<file path="src/rtl/frontend_flush_ctrl_pkg.sv">
// frontend_flush_ctrl_pkg: shared state encoding and the control bundle that drives the pipe register and PC unit.
package frontend_flush_ctrl_pkg;
  localparam int CNT_W = 4;
  typedef enum logic {RUN, RECOVER} ctrl_state_t;
  typedef struct packed {
    logic pipe_flush;
    logic pipe_hold;
    logic iq_flush;
    logic pc_redirect;
    logic pc_stall;
  } fe_ctrl_t;
endpackage

</file>
<file path="src/rtl/frontend_recover_cnt.sv">
// frontend_recover_cnt: loadable down-counter; done flags the last counted cycle.
module frontend_recover_cnt #(
  parameter int W = 4
) (
  input  logic         clk,
  input  logic         reset,
  input  logic         load,
  input  logic [W-1:0] load_val,
  input  logic         dec,
  output logic         done
);
  logic [W-1:0] r_cnt;
  always_ff @(posedge clk or posedge reset)
    if (reset) r_cnt <= '0;
    else r_cnt <= load ? load_val : (dec && r_cnt != '0) ? r_cnt - 1'b1 : r_cnt;
  assign done = r_cnt == W'(1);
endmodule

</file>
<file path="src/rtl/frontend_flush_ctrl.sv">
// frontend_flush_ctrl: load/hold/flush and redirect sequencing for the fetch->issue pipe register and PC stage.
// Optional statistics counters are enabled by defining FRONTEND_FLUSH_STATS_EN.
module frontend_flush_ctrl
  import frontend_flush_ctrl_pkg::*;
#(
  parameter int XLEN           = 32,
  parameter int RECOVER_CYCLES = 2
) (
  input  logic            clk,
  input  logic            reset,
  input  logic            queue_full,
  input  logic            issue_valid,
  input  logic            issue_branch,
  input  logic            issue_pred_taken,
  input  logic            issue_jump,
  input  logic [XLEN-1:0] issue_target,
  input  logic            commit_mispredict,
  input  logic [XLEN-1:0] commit_target,
`ifdef FRONTEND_FLUSH_STATS_EN
  output logic [31:0]     stat_issue_redirects,
  output logic [31:0]     stat_mispredicts,
`endif
  output logic            pipe_flush,
  output logic            pipe_hold,
  output logic            iq_flush,
  output logic            pc_redirect,
  output logic [XLEN-1:0] redirect_pc,
  output logic            pc_stall,
  output logic            busy
);
  ctrl_state_t     r_state, w_next;
  fe_ctrl_t        w_ctrl;
  logic            r_init;
  logic            w_act, w_issue_redir, w_load, w_dec, w_done, w_busy, w_issue_fire;
  logic [XLEN-1:0] w_pc;
  assign w_issue_redir = issue_valid & (issue_jump | (issue_branch & issue_pred_taken));
  // r_init masks everything during reset and the first cycle after release
  assign w_act = ~r_init;
  always_ff @(posedge clk or posedge reset)
    if (reset) begin
      r_state <= RUN;
      r_init  <= 1'b1;
    end else begin
      r_state <= w_next;
      r_init  <= 1'b0;
    end
  always_comb begin
    w_ctrl       = '0;
    w_pc         = '0;
    w_busy       = 1'b0;
    w_load       = 1'b0;
    w_dec        = 1'b0;
    w_issue_fire = 1'b0;
    w_next       = r_state;
    if (w_act && r_state == RUN) begin
      if (commit_mispredict) begin
        w_ctrl.pipe_flush  = 1'b1;
        w_ctrl.iq_flush    = 1'b1;
        w_ctrl.pc_redirect = 1'b1;
        w_pc               = commit_target;
        w_load             = 1'b1;
        w_next             = RECOVER;
      end else if (queue_full) begin
        w_ctrl.pipe_hold = 1'b1;
        w_ctrl.pc_stall  = 1'b1;
      end else if (w_issue_redir) begin
        w_ctrl.pipe_flush  = 1'b1;
        w_ctrl.pc_redirect = 1'b1;
        w_pc               = issue_target;
        w_issue_fire       = 1'b1;
      end
    end else if (w_act) begin
      // a fresh mispredict redirects, so the stall is released for that cycle
      w_busy             = 1'b1;
      w_dec              = 1'b1;
      w_ctrl.pipe_flush  = 1'b1;
      w_ctrl.pc_stall    = ~commit_mispredict;
      w_ctrl.iq_flush    = commit_mispredict;
      w_ctrl.pc_redirect = commit_mispredict;
      w_pc               = commit_mispredict ? commit_target : '0;
      w_load             = commit_mispredict;
      w_next             = (!commit_mispredict && w_done) ? RUN : RECOVER;
    end
  end
  frontend_recover_cnt #(.W(CNT_W)) u_cnt (
    .clk     (clk),
    .reset   (reset),
    .load    (w_load),
    .load_val(CNT_W'(RECOVER_CYCLES)),
    .dec     (w_dec),
    .done    (w_done)
  );
  assign pipe_flush  = w_ctrl.pipe_flush;
  assign pipe_hold   = w_ctrl.pipe_hold;
  assign iq_flush    = w_ctrl.iq_flush;
  assign pc_redirect = w_ctrl.pc_redirect;
  assign pc_stall    = w_ctrl.pc_stall;
  assign redirect_pc = w_pc;
  assign busy        = w_busy;
`ifdef FRONTEND_FLUSH_STATS_EN
  logic [31:0] r_stat_ir, r_stat_mp;
  always_ff @(posedge clk or posedge reset)
    if (reset) begin
      r_stat_ir <= '0;
      r_stat_mp <= '0;
    end else begin
      r_stat_ir <= (w_issue_fire && r_stat_ir != '1) ? r_stat_ir + 1'b1 : r_stat_ir;
      r_stat_mp <= (w_load && r_stat_mp != '1) ? r_stat_mp + 1'b1 : r_stat_mp;
    end
  assign stat_issue_redirects = r_stat_ir;
  assign stat_mispredicts     = r_stat_mp;
`endif
endmodule

</file>
<file path="config.mk">
export PLATFORM = sky130hd
export DESIGN_NAME = frontend_flush_ctrl
export DESIGN_NICKNAME = d
export VERILOG_FILES = /design/src/rtl/frontend_flush_ctrl_pkg.sv /design/src/rtl/frontend_recover_cnt.sv /design/src/rtl/frontend_flush_ctrl.sv
export SDC_FILE = /design/constraint.sdc
export NUM_CORES = 1
export LEC_CHECK = 0
export ABC_AREA = 1
export ABC_CLOCK_PERIOD_IN_PS = 1300
export BUFFER_PORTS_ARGS = -buffer_cell sky130_fd_sc_hd__buf_2
export CORE_ASPECT_RATIO = 1.2
export CORE_MARGIN = 2
export CORE_UTILIZATION = 35
export CTS_BUF_LIST = sky130_fd_sc_hd__clkbuf_4
export CTS_CLUSTER_DIAMETER = 60
export DETAILED_ROUTE_END_ITERATION = 10
export PLACE_DENSITY = 0.82
export SYNTH_ARGS = -nofsm -noshare
export SYNTH_HDL_FRONTEND = slang
export SYNTH_SLANG_ARGS = --single-unit
export TNS_END_PERCENT = 50
</file>
<file path="constraint.sdc">
create_clock -name clk -period 1.3 [get_ports clk]
set_input_delay 0.13 -clock clk [delete_from_list [all_inputs] [get_ports clk]]
set_output_delay 0.13 -clock clk [all_outputs]
set_load 0.005 [all_outputs]
</file>
Yosys cells after proc, flatten, opt, wreduce, memory -nomap -nowiden
Index checks and enable logic that the tools add are counted.
{ "word_totals": {"output_inout_bits": 38, "inputBits": 72, "wordCells": 46, "reg_bits": 6} }
{ "classes": {"n_eq_ne": 3, "muxes": 26, "reduce_logical": 7, "n_bitwise": 6, "n_addsub": 1} }
{ "ops": {"columns": ["cell", "count"], "rows": [
  ["two-way mux 32 bit", 6],
  ["two-way mux 1 bit", 16],
  ["two-way mux 4 bit", 2],
  ["two-way mux 3 bit", 2],
  ["== test 4 x 1 -> 1 bit, second input constant", 1],
  ["nonzero test 4 bit", 1],
  ["subtractor 4 x 1 -> 4 bit, second input constant", 1],
  ["logical AND 1 bit", 3],
  ["inverter 1 bit", 3],
  ["bitwise AND 1 bit", 2],
  ["!= test 2 x 1 -> 1 bit, second input constant", 1],
  ["!= test 2 bit, second input constant", 1],
  ["AND reduction 2 bit", 1],
  ["nonzero test 2 bit", 1],
  ["logical NOT 1 bit", 1],
  ["bitwise OR 1 bit", 1]
]} }

Depth between registers and ports, before layout
{ "logic_depth": {"depth_word": 7, "mapped_depth": 7, "depth_no_buf": 6} }

Cells and area by module
A second synthesis with hierarchy kept.
{ "hier_totals": {"cells_unflattened": 240, "hier_area_um2": 1338.8} }
{ "modules_own_cells": {"columns": ["module", "seq_area_each_um2", "n_inst", "cells_each", "area_each_um2"], "rows": [
  ["frontend_flush_ctrl", 51.3, 1, 200, 1053.5],
  ["frontend_recover_cnt", 100.1, 1, 40, 285.3]
]} }

Least setup slack after synthesis
Ideal clock, no wire load.
{ "synth_timing": {"path_kind": "register to output", "startpoint": "register r_init", "endpoint": "output port redirect_pc[11]", "setup_slack_ns": 0.104, "arrival_time_ns": 1.066, "n_path_buf": 1, "t_required_ns": 1.170, "stages_incl_launch_ff": 7, "cell_sequence": "dfstp_2 -> inv_1 -> nand2_1 -> inv_1 -> buf_6 -> nand2_1 -> o21ai_0"} }
{ "synth_between": {"elab_chain_len": 3, "word_cells_on_any_way": 4} }
{ "synth_lines": {"columns": ["item", "line", "rtl"], "rows": [
  ["start, declared", "frontend_flush_ctrl.sv:33", "logic r_init;"],
  ["start signal, assigned", "frontend_flush_ctrl.sv:42", "r_init <= 1'b1;"],
  ["start signal, assigned", "frontend_flush_ctrl.sv:45", "r_init <= 1'b0;"],
  ["inverter 1 bit", "frontend_flush_ctrl.sv:38", "assign w_act = ~r_init;"],
  ["logical AND 1 bit", "frontend_flush_ctrl.sv:55", "if (w_act && r_state == RUN) begin"],
  ["two-way mux 32 bit *", "frontend_flush_ctrl.sv:55", null],
  ["end, declared", "frontend_flush_ctrl.sv:27", "output logic [XLEN-1:0] redirect_pc,"]
]} }
Mark *: on every way between the ends. The rest lies on a longest branch, timed or not.

Final worst setup path
{ "layout_timing": {"startpoint": "register r_init", "endpoint": "output port pc_stall"} }
{ "layout_between": {"elab_chain_len": 3, "word_cells_on_any_way": 4} }
{ "layout_lines": {"columns": ["item", "line", "rtl"], "rows": [
  ["inverter 1 bit", "frontend_flush_ctrl.sv:38", null],
  ["logical AND 1 bit", "frontend_flush_ctrl.sv:55", null],
  ["two-way mux 3 bit *", "frontend_flush_ctrl.sv:55", null],
  ["end, declared", "frontend_flush_ctrl.sv:28", "output logic pc_stall,"]
]} }
Marks and branches as above.

==> results.json <==
{
  "status": "finished with violations",
  "violations": "setup timing",
  "cts_sinks": 6,
  "cp_cell_sequence": "nor2_4 -> inv_4 -> buf_6 -> nor3_4 -> o21bai_1 -> buf_2",
  "synthFlopType": "dfrtp_1",
  "dieHeight_um": 62.3,
  "cp-startpoint": "r_init",
  "holdWs_ns": 0.330,
  "row_count": 21,
  "cts.clk_slew.worst_paths_ns": 0.06,
  "setup.worst_path.start_class": "register",
  "clockRootBuffer": "clkbuf_4",
  "cp.depth": 6,
  "syn_area_sq_um": 990,
  "synthTopCellsByCount": "nand2_1, nand3_1, inv_1, a21oi_1, o21ai_0",
  "num_antenna_cells": 0,
  "worst_r2r_path_depth": 7,
  "cp_num_buf_inv": 3,
  "worst_slack_ns": -0.229,
  "cts_tree": "done",
  "die_w_um": 52.5,
  "grt_first_pass_wirelength_mm": 6.20,
  "r2r_end": "u_cnt.r_cnt[3]",
  "rsz0062_at_grt": "yes",
  "grt_pass1_vias": 1454,
  "end_kind": "output port",
  "drc": 0,
  "synth_cells": 185,
  "drt_iter0_drc": 42,
  "slowest_delay_ns": 0.56,
  "grt_usage": 0.235,
  "drtPass1Iterations": 4,
  "place_ws_ns": -0.154,
  "period_needed_ns": 1.53,
  "worstReg2RegStart": "r_init",
  "gp_congestion": 0.800,
  "netlist-cell-type-count": 22,
  "insertion_delay_ns": 0.26,
  "post-cts-setup-buffer-count": 0,
  "pwr_density_cell_mw_per_mm2": 813,
  "drive_gt1_frac": 0.503,
  "clock_skew_ns": 0.00970,
  "wire_per_inst_um": 10.8,
  "crit_type": "reg2out",
  "synth-edff-count": 0,
  "synth_most_common_cell": "nand2_1",
  "grt_start_max_net_pins": 24,
  "detail-route-antenna-nets": 0,
  "cts-buffers-inserted": 3,
  "gr-total-overflow": 0,
  "synthTopCellsByArea": "nand2_1, nand3_1, dfrtp_1, inv_1, a21oi_1",
  "synth_top_area_share": 0.311,
  "p_leak_nw": 1.14,
  "setup-violations-final": 38,
  "fin_crit_sh": 1.18,
  "slew_viol_final": 0,
  "vias": 1571,
  "die_area_sq_mm": 0.00327,
  "dp_hpwl_mm": 2.58,
  "hold_violations": 0,
  "cts_buffer_depth": 2,
  "fp.coreArea_sq_mm": 0.00273,
  "route.detailed.vias_per_inst": 4.65,
  "arrival_ns": 1.40,
  "async_flop_share": 1.00,
  "initial_core_util": 0.362,
  "ir_drop_mv": 0.812,
  "io_buffers": 109,
  "syn_area_per_cell_sq_um": 5.35,
  "finalNonFillerCells": 338,
  "crit_family": "flip-flops",
  "max-cap-violations": 0,
  "io_pins": 110,
  "syn_nets": 260,
  "hp-class": "in2async",
  "rrSetupSlack_ns": 0.07,
  "dp_cells": 328,
  "fillers": 276,
  "power_mw": 1.45,
  "final_nets": 380,
  "cts_max_level": 1,
  "max_freq_mhz": 654,
  "yosysSeqAreaShare": 0.153,
  "antenna_found_initial": 0,
  "fin_util": 0.652,
  "syn2layout_area_growth_pct": 80.2,
  "yosys_register_bits": 6,
  "synth_top_area_cell": "nand2_1",
  "required_ns": 1.17,
  "drt-total-wl_mm": 3.65,
  "yosysWarnings": 0,
  "crit_fanout": 5,
  "cpMaxStageDelayCell": "dfstp_2"
}
==> sequential cells by signal, summed over array words and instances, names as in the netlist <==
signal       flops
u_cnt.r_cnt      4
r_state          1
r_init           1
==> metal layers <==
| layer | up-vias | GRT usage | part of all wire |
|---|---|---|---|
| met2 | 50 | 0.413 | 0.53 |
| met5 | - | 0 | 0 |
| met3 | 6 | 0.0313 | 0.052 |
| met4 | 0 | 0.0609 | 0.013 |
| met1 | 689 | 0.292 | 0.40 |
| li1 | 826 | - | - |
==> cell type report <==
type                            instances  area (sq um)  area share
Clock buffer                            4          30.0      0.0168
Tap cell                               34          42.5      0.0239
Timing Repair Buffer                  120           647       0.363
Inverter                               22          87.6      0.0491
Sequential cell                         6           151      0.0849
Multi-Input combinational cell        152           825       0.462
==> per-stage QoR <==
| step | TNS [ns] | area (sq um) |
|---|---|---|
| after detailed placement | -3.16 | 1590 |
| after global routing | -8.80 | 1780 |
| final | -5.64 | 1780 |
| after global placement | -2.33 | 1590 |
| after CTS | -6.12 | 1770 |
| after floorplan | 0 | 990 |
==> kinds of logic (layout without fill, tap and decap cells) <==
group | Yosys count | after routing | share of synthesized area
flops | 6 | 6 | 0.153
compound gates | 23 | 23 | 0.119
other cells | 1 | 1 | 0.00379
fa+ha+maj | 3 | 3 | 0.0379
simple gates | 119 | 124 | 0.515
buf+inv | 32 | 146 | 0.163
xor+xnor | 1 | 1 | 0.00885
==> worst register-to-register path, cell delays in order, from the launching register on <==
cell and delay [ns]:
dfstp_2 0.56, inv_1 0.07, nand2_2 0.10, a21oi_1 0.05, buf_4 0.15, nor2_1 0.12
nand2_1 0.07, nand2_1 0.06
==> cell usage in the layout (no fill, tap or decap), drive strengths merged <==
cell type	Yosys	final
nand2	82	82
inv	22	22
clkbuf	1	4
ha	3	3
nand3	26	26
nor2	9	14
dfstp	1	1
a21oi	12	12
o21ai	10	10
dlygate4sd3	0	1
xor2	1	1
conb	1	1
o21bai	1	1
nor3	1	1
dfrtp	5	5
nand4	1	1
buf	9	119
==> worst max path at each step <==
stage | endpoint | slack, ns
final | pc_stall | -0.23
after global routing | redirect_pc[26] | -0.31
after CTS | pc_stall | -0.24
after detailed placement | redirect_pc[19] | -0.15
after global placement | redirect_pc[0] | -0.14
after floorplan | redirect_pc[11] | 0.10
==> repair_timing <==
item / CTS / global route
setup endpoints to repair: 39 / 40
hold buffers: 1 / 0
cloned: 5 / 0
pin swaps: 15 / 2
endpoints found under the hold margin: 5 / 0
gates resized for setup: 26 / 2
==> power by group <==
| group | internal (mW) | total, mW | switching [mW] |
|---|---|---|---|
| sequential | 0.252 | 0.314 | 0.0616 |
| clock | 0.138 | 0.220 | 0.0818 |
| combinational | 0.411 | 0.916 | 0.504 |
| total | 0.802 | 1.45 | 0.648 |
(Power assumes the default switching activity.)
